$ cat src/rtl/mvm_pkg.sv
// ---------------------------------------------------------------------------
// mvm_pkg
// Shared definitions for the matrix-vector datapath. It holds the dot8 pipeline
// latency, the default widths, and the row accumulator state encoding.
// It has no ports.
// ---------------------------------------------------------------------------
package mvm_pkg;

   // Number of pipeline stages in the dot8 unit. The stall hint must cover
   // every chunk that is already in flight, so it needs this many entries of
   // slack plus one.
   localparam int DOT8_LATENCY   = 5;

   localparam int DEF_IWIDTH     = 32;
   localparam int DEF_OWIDTH     = 32;
   localparam int DEF_CWIDTH     = 8;
   localparam int DEF_FIFO_DEPTH = 8;
   localparam int DEF_SLACK      = DOT8_LATENCY + 1;
   localparam int ROW_CNT_W      = 16;

   typedef enum logic {
      IDLE  = 1'b0,   // no row in progress
      ACCUM = 1'b1    // row open, more chunks expected
   } accum_state_t;

endpackage

$ cat src/rtl/dot8_accum_if.sv
// ---------------------------------------------------------------------------
// dot8_accum_if
// Data path bundle of the row accumulator.
//   ivalid/idata : partial dot products from dot8 (no back-pressure possible)
//   odata/ovalid/oready : row totals towards the downstream consumer
// Modports:
//   master : the producer/consumer side (drives ivalid, idata, oready)
//   slave  : the accumulator side (drives odata, ovalid)
//
// Handshake: a row total transfers on every rising clk edge where ovalid and
// oready are both high. While ovalid is high and oready is low, odata holds
// its value. ovalid never depends on oready. ivalid has no ready. A chunk is
// taken on every edge where ivalid is high.
// ---------------------------------------------------------------------------
interface dot8_accum_if
   import mvm_pkg::*;
#(
   parameter int IWIDTH = DEF_IWIDTH,
   parameter int OWIDTH = DEF_OWIDTH
);
   logic              ivalid;
   logic [IWIDTH-1:0] idata;
   logic [OWIDTH-1:0] odata;
   logic              ovalid;
   logic              oready;

   modport master (
      output ivalid,
      output idata,
      output oready,
      input  odata,
      input  ovalid
   );

   modport slave (
      input  ivalid,
      input  idata,
      input  oready,
      output odata,
      output ovalid
   );
endinterface

$ cat src/rtl/sync_fifo.sv
// ---------------------------------------------------------------------------
// sync_fifo
// Single-clock FIFO. The head word is kept in a register.
//   clk, rst : clock, synchronous active-high reset
//   push     : write request. It is accepted if the FIFO is not full, or if a
//              pop happens in the same cycle.
//   wr_data  : word to write
//   pop      : read request. It is ignored while the FIFO is empty.
//   rd_data  : registered head word. It holds its value until the head changes.
//   count    : registered occupancy
//   full     : count == DEPTH
//   empty    : count == 0
// ---------------------------------------------------------------------------
module sync_fifo #(
   parameter int WIDTH = 32,
   parameter int DEPTH = 8,
   localparam int AW   = $clog2(DEPTH)
) (
   input  logic             clk,
   input  logic             rst,
   input  logic             push,
   input  logic [WIDTH-1:0] wr_data,
   input  logic             pop,
   output logic [WIDTH-1:0] rd_data,
   output logic [AW:0]      count,
   output logic             full,
   output logic             empty
);

   logic [WIDTH-1:0] mem [DEPTH];
   logic [AW:0]      wr_ptr;
   logic [AW:0]      rd_ptr;
   logic [AW:0]      rd_ptr_next;
   logic [WIDTH-1:0] head_q;
   logic [WIDTH-1:0] head_d;
   logic             push_ok;
   logic             pop_ok;

   // Each pointer has an extra wrap bit. Equal addresses with different wrap
   // bits mean the FIFO is full.
   assign count   = wr_ptr - rd_ptr;
   assign empty   = (wr_ptr == rd_ptr);
   assign full    = (wr_ptr[AW] != rd_ptr[AW]) && (wr_ptr[AW-1:0] == rd_ptr[AW-1:0]);

   assign pop_ok  = pop && !empty;
   // If the FIFO is full, a push is still taken when a pop frees a slot in the
   // same cycle.
   assign push_ok = push && (!full || pop_ok);

   assign rd_ptr_next = pop_ok ? rd_ptr + 1'b1 : rd_ptr;

   // Next head word. If it is the slot being written this cycle, take the
   // incoming word directly. This happens when the FIFO is, or is about to
   // be, empty.
   always_comb begin
      head_d = mem[rd_ptr_next[AW-1:0]];
      if (push_ok && (wr_ptr[AW-1:0] == rd_ptr_next[AW-1:0])) begin
         head_d = wr_data;
      end
   end

   always_ff @(posedge clk) begin
      if (push_ok) begin
         mem[wr_ptr[AW-1:0]] <= wr_data;
      end
   end

   always_ff @(posedge clk) begin
      if (rst) begin
         wr_ptr <= '0;
         rd_ptr <= '0;
         head_q <= '0;
      end else begin
         if (push_ok) begin
            wr_ptr <= wr_ptr + 1'b1;
         end
         rd_ptr <= rd_ptr_next;
         if (push_ok || pop_ok) begin
            head_q <= head_d;
         end
      end
   end

   assign rd_data = head_q;

endmodule

$ cat src/rtl/dot8_accum.sv
// ---------------------------------------------------------------------------
// dot8_accum
// Adds cfg_chunks consecutive partial dot products into one row total and
// queues the total in an output FIFO. Also produces a stall hint for the
// issue controller.
//   clk, rst     : clock, synchronous active-high reset
//   cfg_chunks   : chunks per row. It is sampled on the first chunk of a row.
//                  A value of 0 is treated as 1.
//   bus          : slave side of dot8_accum_if
//                  (ivalid/idata in, odata/ovalid out, oready in)
//   almost_full  : free FIFO entries <= SLACK. Upstream stops issuing while
//                  it is high.
//   row_count    : rows completed since reset. It wraps, and it also counts
//                  dropped rows.
//   overflow_err : sticky. Set when a row total is dropped because the FIFO
//                  was full.
//   state_dbg    : current accumulator state
// ---------------------------------------------------------------------------
module dot8_accum
   import mvm_pkg::*;
#(
   parameter int IWIDTH     = DEF_IWIDTH,
   parameter int OWIDTH     = DEF_OWIDTH,
   parameter int CWIDTH     = DEF_CWIDTH,
   parameter int FIFO_DEPTH = DEF_FIFO_DEPTH,
   parameter int SLACK      = DEF_SLACK
) (
   input  logic                 clk,
   input  logic                 rst,
   input  logic [CWIDTH-1:0]    cfg_chunks,
   dot8_accum_if.slave          bus,
   output logic                 almost_full,
   output logic [ROW_CNT_W-1:0] row_count,
   output logic                 overflow_err,
   output accum_state_t         state_dbg
);

   localparam int CNT_W = $clog2(FIFO_DEPTH) + 1;

   accum_state_t             state, state_d;
   logic signed [OWIDTH-1:0] acc, acc_d;
   logic [CWIDTH-1:0]        chunk_cnt, chunk_cnt_d;
   logic [CWIDTH-1:0]        n_r, n_r_d;
   logic [CWIDTH-1:0]        n_eff;
   logic signed [OWIDTH-1:0] idata_ext;
   logic signed [OWIDTH-1:0] acc_sum;
   logic                     row_done;
   logic [OWIDTH-1:0]        row_total;

   logic                     pop_req;
   logic [CNT_W-1:0]         fifo_count;
   logic                     fifo_full;
   logic                     fifo_empty;

   assign idata_ext = OWIDTH'($signed(bus.idata));
   assign n_eff     = (cfg_chunks == '0) ? CWIDTH'(1) : cfg_chunks;
   assign acc_sum   = acc + idata_ext;

   // Next-state logic. The row total is the fresh sum that includes this
   // chunk, so it reaches the FIFO on the same edge that samples the last
   // chunk.
   always_comb begin
      state_d     = state;
      acc_d       = acc;
      chunk_cnt_d = chunk_cnt;
      n_r_d       = n_r;
      row_done    = 1'b0;
      row_total   = '0;
      if (bus.ivalid) begin
         unique case (state)
            IDLE: begin
               n_r_d = n_eff;
               acc_d = idata_ext;
               if (n_eff == CWIDTH'(1)) begin
                  row_done  = 1'b1;
                  row_total = idata_ext;
               end else begin
                  chunk_cnt_d = CWIDTH'(1);
                  state_d     = ACCUM;
               end
            end
            ACCUM: begin
               acc_d = acc_sum;
               if ((chunk_cnt + CWIDTH'(1)) == n_r) begin
                  row_done    = 1'b1;
                  row_total   = acc_sum;
                  chunk_cnt_d = '0;
                  state_d     = IDLE;
               end else begin
                  chunk_cnt_d = chunk_cnt + CWIDTH'(1);
               end
            end
            default: state_d = IDLE;
         endcase
      end
   end

   always_ff @(posedge clk) begin
      if (rst) begin
         state     <= IDLE;
         acc       <= '0;
         chunk_cnt <= '0;
         n_r       <= '0;
      end else begin
         state     <= state_d;
         acc       <= acc_d;
         chunk_cnt <= chunk_cnt_d;
         n_r       <= n_r_d;
      end
   end

   assign pop_req = bus.ovalid && bus.oready;

   sync_fifo #(
      .WIDTH (OWIDTH),
      .DEPTH (FIFO_DEPTH)
   ) u_fifo (
      .clk     (clk),
      .rst     (rst),
      .push    (row_done),
      .wr_data (row_total),
      .pop     (pop_req),
      .rd_data (bus.odata),
      .count   (fifo_count),
      .full    (fifo_full),
      .empty   (fifo_empty)
   );

   assign bus.ovalid = !fifo_empty;

   // Depends only on the registered occupancy, so it has no combinational
   // path from ivalid or oready.
   assign almost_full = (CNT_W'(FIFO_DEPTH) - fifo_count) <= CNT_W'(SLACK);

   always_ff @(posedge clk) begin
      if (rst) begin
         row_count    <= '0;
         overflow_err <= 1'b0;
      end else begin
         if (row_done) begin
            row_count <= row_count + 1'b1;
         end
         if (row_done && fifo_full && !pop_req) begin
            overflow_err <= 1'b1;
         end
      end
   end

   assign state_dbg = state;

endmodule

$ cat src/flat_wrapper.sv
// flat-port wrapper written by rule: the top's interface ports become plain ports
module dot8_accum_flat import mvm_pkg::*;
#(
   parameter int IWIDTH     = DEF_IWIDTH,
   parameter int OWIDTH     = DEF_OWIDTH,
   parameter int CWIDTH     = DEF_CWIDTH,
   parameter int FIFO_DEPTH = DEF_FIFO_DEPTH,
   parameter int SLACK      = DEF_SLACK
)
  (clk, rst, cfg_chunks, almost_full, row_count, overflow_err, state_dbg, bus_ivalid, bus_idata, bus_oready, bus_odata, bus_ovalid);
  dot8_accum_if #(.IWIDTH(IWIDTH), .OWIDTH(OWIDTH)) bus_i ();
  input  logic clk;
  input  logic rst;
  input  logic [CWIDTH-1:0] cfg_chunks;
  output logic almost_full;
  output logic [ROW_CNT_W-1:0] row_count;
  output logic overflow_err;
  output accum_state_t state_dbg;
  input wire logic [$bits(bus_i.ivalid)-1:0] bus_ivalid;
  input wire logic [$bits(bus_i.idata)-1:0] bus_idata;
  input wire logic [$bits(bus_i.oready)-1:0] bus_oready;
  output wire logic [$bits(bus_i.odata)-1:0] bus_odata;
  output wire logic [$bits(bus_i.ovalid)-1:0] bus_ovalid;
  assign bus_i.ivalid = bus_ivalid;
  assign bus_i.idata = bus_idata;
  assign bus_i.oready = bus_oready;
  assign bus_odata = bus_i.odata;
  assign bus_ovalid = bus_i.ovalid;
  dot8_accum #(.IWIDTH(IWIDTH), .OWIDTH(OWIDTH), .CWIDTH(CWIDTH), .FIFO_DEPTH(FIFO_DEPTH), .SLACK(SLACK)) u_core (.clk(clk), .rst(rst), .cfg_chunks(cfg_chunks), .bus(bus_i), .almost_full(almost_full), .row_count(row_count), .overflow_err(overflow_err), .state_dbg(state_dbg));
endmodule
$ cat config.mk
export PLATFORM = sky130hd
export DESIGN_NAME = dot8_accum_flat
export DESIGN_NICKNAME = d
export VERILOG_FILES = /design/src/rtl/mvm_pkg.sv /design/src/rtl/dot8_accum_if.sv /design/src/rtl/sync_fifo.sv /design/src/rtl/dot8_accum.sv /design/src/flat_wrapper.sv
export SDC_FILE = /design/constraint.sdc
export NUM_CORES = 1
export LEC_CHECK = 0
export CAP_MARGIN = 20
export CORE_ASPECT_RATIO = 2
export CORE_MARGIN = 4
export CORE_UTILIZATION = 60
export CTS_CLUSTER_SIZE = 12
export DETAILED_ROUTE_END_ITERATION = 8
export GPL_TIMING_DRIVEN = 0
export PLACE_DENSITY = 0.8
export SLEW_MARGIN = 10
export SYNTH_ARGS = -nofsm -noshare
export SYNTH_HDL_FRONTEND = slang
export SYNTH_SLANG_ARGS = --single-unit
$ cat constraint.sdc
create_clock -name clk -period 15.5 [get_ports clk]
set_input_delay 3.1 -clock clk [delete_from_list [all_inputs] [get_ports clk]]
set_output_delay 3.1 -clock clk [all_outputs]
set_load 0.03 [all_outputs]
==> results of run 1 <==
## cells in the mapped netlist (27+ instances only)
| cell | number | area share [%] |
|---|---|---|
| nand2_1 | 112 | 2.5 |
| dfxtp_1 | 106 | 13 |
| a21oi_1 | 69 | 2.1 |
| xor2_1 | 27 | 1.4 |
| xnor2_1 | 27 | 1.4 |
| nor2_1 | 105 | 2.4 |
| ha_1 | 39 | 2.9 |
| mux4_2 | 64 | 8.6 |
| o21ai_0 | 56 | 1.7 |
| edfxtp_1 | 256 | 46 |
| mux2i_1 | 34 | 2.0 |
| clkbuf_1 | 47 | 1.1 |
## stage by stage
stage / power [mW] / instance area [um^2]
after floorplan: 1.26 / 16700
after global placement: 1.34 / 18100
after detailed placement: 1.35 / 18300
after CTS: 2.15 / 19400
after global routing: 2.22 / 19400
final: 2.16 / 19400
## cell usage in the layout, fill, tap and decap left out, types with 6 or more instances in the layout
master / n
a211oi_1: 22
a21o_1: 15
a21oi_1: 69
a22o_1: 15
a22oi_1: 23
a311oi_1: 11
a31oi_1: 6
and2_1: 6
and3_1: 8
buf_2: 12
buf_4: 27
clkbuf_1: 70
clkbuf_16: 37
clkdlybuf4s50_1: 94
dfxtp_1: 106
edfxtp_1: 256
ha_1: 39
inv_1: 20
mux2_2: 18
mux2i_1: 34
mux4_2: 64
nand2_1: 112
nand3_1: 26
nand4_1: 9
nor2_1: 102
nor3_1: 9
o211a_1: 7
o211ai_1: 11
o21a_1: 8
o21ai_0: 56
o21ai_1: 6
o22a_1: 7
or3_1: 11
xnor2_1: 27
xor2_1: 27
## critical path: stages
cell and delay, ns:
clkdlybuf4s50_1 0.51, ha_1 0.33, a21o_1 0.13, nand4_1 0.12, a211oi_1 0.83, o21ai_0 0.25, and3_1 0.24, a41o_1 0.21
clkbuf_1 0.20, xnor2_1 0.21, a21oi_1 0.09, o21ai_0 0.82
## layout make-up
type                    instances  area (um^2)  area share (%)
flip-flops and latches        362         9810            50.5
multi-input cells             828         6540            33.6
repair buffers                123         1200            6.17
clock buffers                  62         1040            5.35
well taps                     352          440            2.27
plain buffers                  70          309            1.59
inverters                      22         82.6           0.425
clock inverters                 3         21.3           0.109
diodes                          1         2.50          0.0129
## path summary, 6_finish.rpt
path	to	slack, ns	from
setup / recovery	u_core.u_fifo.mem[0][31]$_DFFE_PP_	8.63	bus_idata[1]
setup reg to reg	u_core.u_fifo.rd_data[8]$_SDFFE_PP0P_	11.07	u_core.u_fifo.wr_ptr[2]$_SDFFE_PP0P_
hold / removal	u_core.n_r[3]$_SDFFE_PP0P_	0.48	u_core.n_r[3]$_SDFFE_PP0P_
hold reg to reg	u_core.n_r[3]$_SDFFE_PP0P_	0.48	u_core.n_r[3]$_SDFFE_PP0P_
## cell families after synthesis
group | after synthesis
compound gates | 297
xor+xnor | 54
fa+ha+maj | 42
buf+inv | 92
flops | 362
mux | 117
simple gates | 318
## registers in the layout (all words and copies together), names as in the netlist
name                   count
u_core.chunk_cnt           8
u_core.state_dbg           1
u_core.acc                32
u_core.n_r                 8
u_core.u_fifo.rd_data     32
u_core.u_fifo.mem        256
u_core.u_fifo.rd_ptr       4
u_core.u_fifo.wr_ptr       4
u_core.row_count          16
u_core.overflow_err        1
## per-layer routing
metal,vias up,track usage [%]
li1,5257,-
met1,5874,32.8
met2,764,55.5
met3,188,4.80
met4,0,19.3
met5,-,0
## power by group through the flow
stage | clock network (mW) | logic (mW) | registers (mW)
4_1_cts | 0.823 | 0.271 | 1.06
3_5_place_dp | 0 | 0.267 | 1.08
3_3_place_gp | 0 | 0.261 | 1.08
6_report | 0.824 | 0.276 | 1.06
2_1_floorplan | 0 | 0.172 | 1.09
5_1_grt | 0.862 | 0.295 | 1.06
==> results.md, run 1 <==
* Die area at 0.0307 mm^2
* Sequential share of power at 49.0%
* Hpwl dp at around 33000 um
* CP Class: input pin to flop
* Hold Path Cell Cnt at 2
* Initial core utilization at between 60% and 70%
* Number of synthesized register bits at roughly 360
* Met2 Wirelength at between 20000 and 30000 um
* Number of buffers added for setup after CTS at 0
* Peak VDD IR at ~97 uV
* Antenna violations before repair at 1
* Syn_nets at 1367
* Psw at ~540 uW
* Remaining global-route overflow at 0
* Worst reg2reg path depth at 11
* Post-route insts no fill at 1823
* Placement row count at 86
* Total core area at about 0.028 mm^2
* Per-cell via count in the routed design at ~6.6
* Place WS at just over 8 ns
* H-tree depth at 2
* Fraction of synthesis flops using an asynchronous set or reset pin at 0%
* Post-layout net count at between 1.5k and 2k
* TritonCTS clock tree: done
* # IOs at 96
* Part of the power in combinational logic at 12.8%
* Filler Cell Count at between 1.5k and 2k
* Initial detailed-routing violation count at 1236
* Largest net degree at the start of global routing at 23
* Share of the yosys chip area belonging to registers at 58.8%
* Run status: finished, final reports clean
* Global-route usage over all layers at 30.7%
* Library cell used as clock root buffer: clkbuf_16
* Post-Syn Area per Cell at 13.0 um^2
* Slew margin rel. at about 28%
* Period utilization at around 44%
* Sw Share at 25.1%
* Final setup fails at 0
* Aggregate routed wire length at ~48000 um
* Total placed cells including tap cells at roughly 1.8k
* Accumulated negative setup slack at 0 ns
* Power density over the cells at around 110 mW/mm^2
* Sort of element at the end of the critical path: flop
* Adder and majority gate portion of the synthesized area at ~3.2%
* Setup repair after global routing missed its margin: no
* Residual DRC count at 0
* Number of warnings reported in the yosys synthesis log at 0
* EDFF count, synth at ~260
* Antenna-violating nets left at 0
* Vias after detailed routing at ~12k
* Number of I/O port buffers at 94
* Die Y at approximately 240 um
* Max Root-Sink Buffers at 3
* Final design utilization at a little over two thirds
* Top sig layer: met4
* Largest clock skew in the final design at roughly 0.015 ns
* Routed met3 length at 3900 um
* Slack of the critical path at 8.63 ns
* Final Critical Period at roughly 7 ns
* Width of the die at between 100 and 150 um
* Parity-gate share of the synthesized area counting xor and xnor cells at roughly 2.8%
* Fmax achieved at around 150 MHz
* Clock network power share at a little under two fifths
* Hold WC Path Type: flop to flop
* Router iterations before antenna repair at 6
* CP arrival at around 7.1 ns
* Post-route worst hold slack at around 0.48 ns
* Synthesized area at roughly 0.017 mm^2
* Clock slew at reported path FFs at about 0.060 ns
* Total clock buffers created by CTS at 36
* Worst-path maximum fanout at 8
* Simple-gate area share of the yosys netlist at 8.60%
* Number of gates given a new drive strength after cts at 0
* Critical path required time at 15.68 ns
* Largest family of logic cells by synthesized area: compound AO/OA/AOI/OAI gates
* Multiplexer area fraction after synthesis at between 10% and 20%
* Final Wtd Congestion at 0.927
* Final-report hold violation count at 0
* Leakage at 7.26 nW
* Fraction of final layout cells sized beyond drive strength 1 at 13.3%
* Critical path launch point type: input pin
* Detail-routed net length per standard cell at 26.2 um
* Number of hold buffers added after CTS at 0
* Post-synthesis instance total at roughly 1.3k
* Clock network latency to the later pin of the worst-skew pair at roughly 0.53 ns
* Compound-gate portion of the synthesized area at between 10% and 20%
* First-pass GRT wire length at 71500 um
* Cell-internal power at 1.62 mW
* Max Slew Vio Count at 0
* Leading register cell type out of synthesis: edfxtp_1
* Transition time at the pin with the least slew margin at ~1.1 ns
* WL met1 at 15100 um
* Vias in the first global route at roughly 12k
* TritonCTS sink count at between 300 and 400
* Maximum Capacitance Violations at 0
* Synth cell types at 76
* Synthesis-to-layout area growth at 16.5%
(Power assumes the default switching activity.)
==> run 2, diff against run 1 <==
--- a/config.mk
+++ b/config.mk
@@ -8,11 +8,11 @@
 export CAP_MARGIN = 20
 export CORE_ASPECT_RATIO = 2
 export CORE_MARGIN = 4
-export CORE_UTILIZATION = 60
+export CORE_UTILIZATION = 54
 export CTS_CLUSTER_SIZE = 12
 export DETAILED_ROUTE_END_ITERATION = 8
 export GPL_TIMING_DRIVEN = 0
-export PLACE_DENSITY = 0.8
+export PLACE_DENSITY = 0.76
 export SLEW_MARGIN = 10
 export SYNTH_ARGS = -nofsm -noshare
 export SYNTH_HDL_FRONTEND = slang
==> constraint.sdc (replaced) <==
create_clock -name clk -period 5.7 [get_ports clk]
set_input_delay 1.14 -clock clk [delete_from_list [all_inputs] [get_ports clk]]
set_output_delay 1.14 -clock clk [all_outputs]
set_load 0.03 [all_outputs]
==> results.md, run 2 (synthesis gave the netlist of run 1 again) <==
* Crit-path cells: clkdlybuf4s50_1 -> ha_1 -> a21o_1 -> nand4_1 -> a211oi_1 -> o21ai_0 -> and3_1 -> a41o_1 -> clkbuf_1 -> xnor2_1 -> a21oi_1 -> o21ai_0
* Post-layout net count at 1528 (unchanged)
* Run status: finished, final reports clean
* Initial core utilization at 55.1% (-5.5 points)
* Top library cells by usage in the layout, fill and taps aside: edfxtp_1 (256), nand2_1 (112), dfxtp_1 (106)
* Number of hold buffers added after CTS at 0 (unchanged)
* Die Y at 257 um (+5.2%)
* Number of I/O port buffers at 94 (unchanged)
* Peak VDD IR at 251 uV (+160%)
* Critical path buffers and inverters at 2 (unchanged)
* Antenna-violating nets left at 0 (unchanged)
* Fmax achieved at ~200 MHz
* Critical path's slowest cell: a211oi_1
* Fraction of final layout cells sized beyond drive strength 1 at 13.3% (-0.041 points)
* Global-route usage over all layers at 27.6% (-3.1 points)
* Sw Share at 24.9% (-0.27 points)
* Critical Path Most Common Cell: o21ai_0
* Number of buffers added for setup after CTS at 0 (unchanged)
* Final Wtd Congestion at 0.946 (+2.1%)
* Maximum Capacitance Violations at 0 (unchanged)
* Hold WC Path Type: flop to flop
* Power density over the cells at 301 mW/mm^2 (+170%)
* CP Class: input pin to flop
* Per-cell via count in the routed design at 6.50 (-1.9%)
* Max Root-Sink Buffers at 3 (unchanged)
* Placed cell areas at 0.0184 mm^2 (+0.32%)
* Setup repair after global routing missed its margin: no
* Start point of the critical path: bus_idata[1]
* Width of the die at 132 um (+5.1%)
* Clock slew at reported path FFs at 0.06 ns (about the same)
* Cell-internal power at 4.41 mW (+170%)
* TritonCTS clock tree: done
* Total power at 5.86 mW (+170%)
* First-pass GRT wire length at 71400 um (-0.16%)
* Part of the power in combinational logic at 12.8% (about the same)
* Sequential share of power at 49.1% (about the same)
* Count of antenna diodes in the layout at 0 (-1)
* Period utilization at between 80% and 90%
* H-tree depth at 2 (unchanged)
* Vias after detailed routing at 11.9k (-1.3%)
* Largest net degree at the start of global routing at 19 (-17%)
* RR Startpoint: u_core.u_fifo.wr_ptr[2]$_SDFFE_PP0P_
* # IOs at 96 (unchanged)
* Max FFs per register at 256 (unchanged)
* Clock network latency to the later pin of the worst-skew pair at 0.54 ns (about the same)
* Total core area at 0.0303 mm^2 (+10%)
* Final-report hold violation count at 0 (unchanged)
* Family of cells with the greatest summed delay on the critical path: compound AO/OA/AOI/OAI gates
* Critical path required time at 5.90 ns (-9.78 ns)
* Filler Cell Count at 2173 (+15%)
* Placement row count at 90 (+4.7%)
* Final Critical Period at about 4.9 ns
* Final design utilization at 64.3% (-6.2 points)
* Worst-path maximum fanout at 8 (unchanged)
* CP arrival at 5.09 ns (-1.96 ns)
* Final setup fails at 0 (unchanged)
* Largest clock skew in the final design at 0.0212 ns (+0.00646 ns)
* Final instance area at 0.0195 mm^2 (+0.26%)
* Sort of element at the end of the critical path: flop
* Die area at 0.0339 mm^2 (+11%)
* Number of gates given a new drive strength after cts at 0 (unchanged)
* Library cell used as clock root buffer: clkbuf_16
* Remaining global-route overflow at 0 (unchanged)
* Slew margin rel. at 24.8% (-3.2 points)
* Most common cell after layout, fill and taps aside: edfxtp_1
* Leakage at 7.26 nW (about the same)
* Residual DRC count at 0 (unchanged)
* Hpwl dp at 34200 um (+3.4%)
* Initial detailed-routing violation count at 1079 (-13%)
* Detail-routed net length per standard cell at 25.7 um (-1.8%)
* Vias in the first global route at 12.5k (+1.0%)
* Total clock buffers created by CTS at 36 (unchanged)
* Max Slew Vio Count at 0 (unchanged)
* TritonCTS sink count at 362 (unchanged)
* Startpoint of the lowest-slack hold path: u_core.u_fifo.rd_data[10]$_SDFFE_PP0P_
* Synthesis-to-layout area growth at 16.8%
* Router iterations before antenna repair at 8 (+2)
* Psw at 1.46 mW (+170%)
* Peak per-stage delay on the critical path at 0.88 ns (+0.05 ns)
* Clock network power share at 38.1% (about the same)
* Transition time at the pin with the least slew margin at 1.12 ns (+0.0439 ns)
* Critical path launch point type: input pin
* Aggregate routed wire length at 47200 um (-1.2%)
* Antenna violations before repair at 0 (-1)
==> run 2: worst paths after layout <==
check	to	slack, ns	depth (start not counted)
worst max register to register	u_core.u_fifo.rd_data[1]$_SDFFE_PP0P_	1.21	11
worst min register to register	u_core.u_fifo.rd_data[10]$_SDFFE_PP0P_	0.47	2
worst min-delay path	u_core.u_fifo.rd_data[10]$_SDFFE_PP0P_	0.47	2
worst max-delay path	u_core.u_fifo.mem[2][31]$_DFFE_PP_	0.81	12
==> run 2: metal layers <==
layer	GRT usage, %	part of all wire, %	up-vias
met3	4.20	7.0	203
met5	0	0	-
met4	17.6	7.5	0
met2	51.0	53	640
li1	-	-	5252
met1	28.8	32	5831
==> run 2: power by group through the flow <==
stage | Clock, mW | Sequential (mW) | Combinational, mW
finish | 2.24 | 2.88 | 0.748
global route | 2.34 | 2.88 | 0.808
CTS | 2.25 | 2.88 | 0.740
detailed placement | 0 | 2.93 | 0.735
global placement | 0 | 2.93 | 0.719
floorplan | 0 | 2.96 | 0.469
==> run 2: per-stage QoR <==
step | instances | setup TNS (ns) | hold WS [ns] | setup slack (ns)
6_report | 1835 | 0 | 0.473 | 0.812
5_1_grt | 1835 | 0 | 0.495 | 0.628
4_1_cts | 1832 | 0 | 0.474 | 0.945
3_5_place_dp | 1770 | 0 | 0.466 | 0.387
3_3_place_gp | 1744 | -457.69 | 0.459 | -4.05
2_1_floorplan | 1282 | 0 | 0.440 | 0.177
==> run 2: cell type report <==
class	count	area, um^2	share of cell area (%)
Timing Repair Buffer	123	1240	6.35
Sequential cell	362	9810	50.3
Clock buffer	58	1000	5.16
Clock inverter	4	55.1	0.282
Inverter	22	82.6	0.424
Tap cell	368	460	2.36
Buffer	70	309	1.59
Multi-Input combinational cell	828	6530	33.5
==> run 2: tightest hold or removal path, stage by stage, from the launching register on <==
cell and delay, ns:
dfxtp_1 0.32, nand2_1 0.06, a21oi_1 0.05
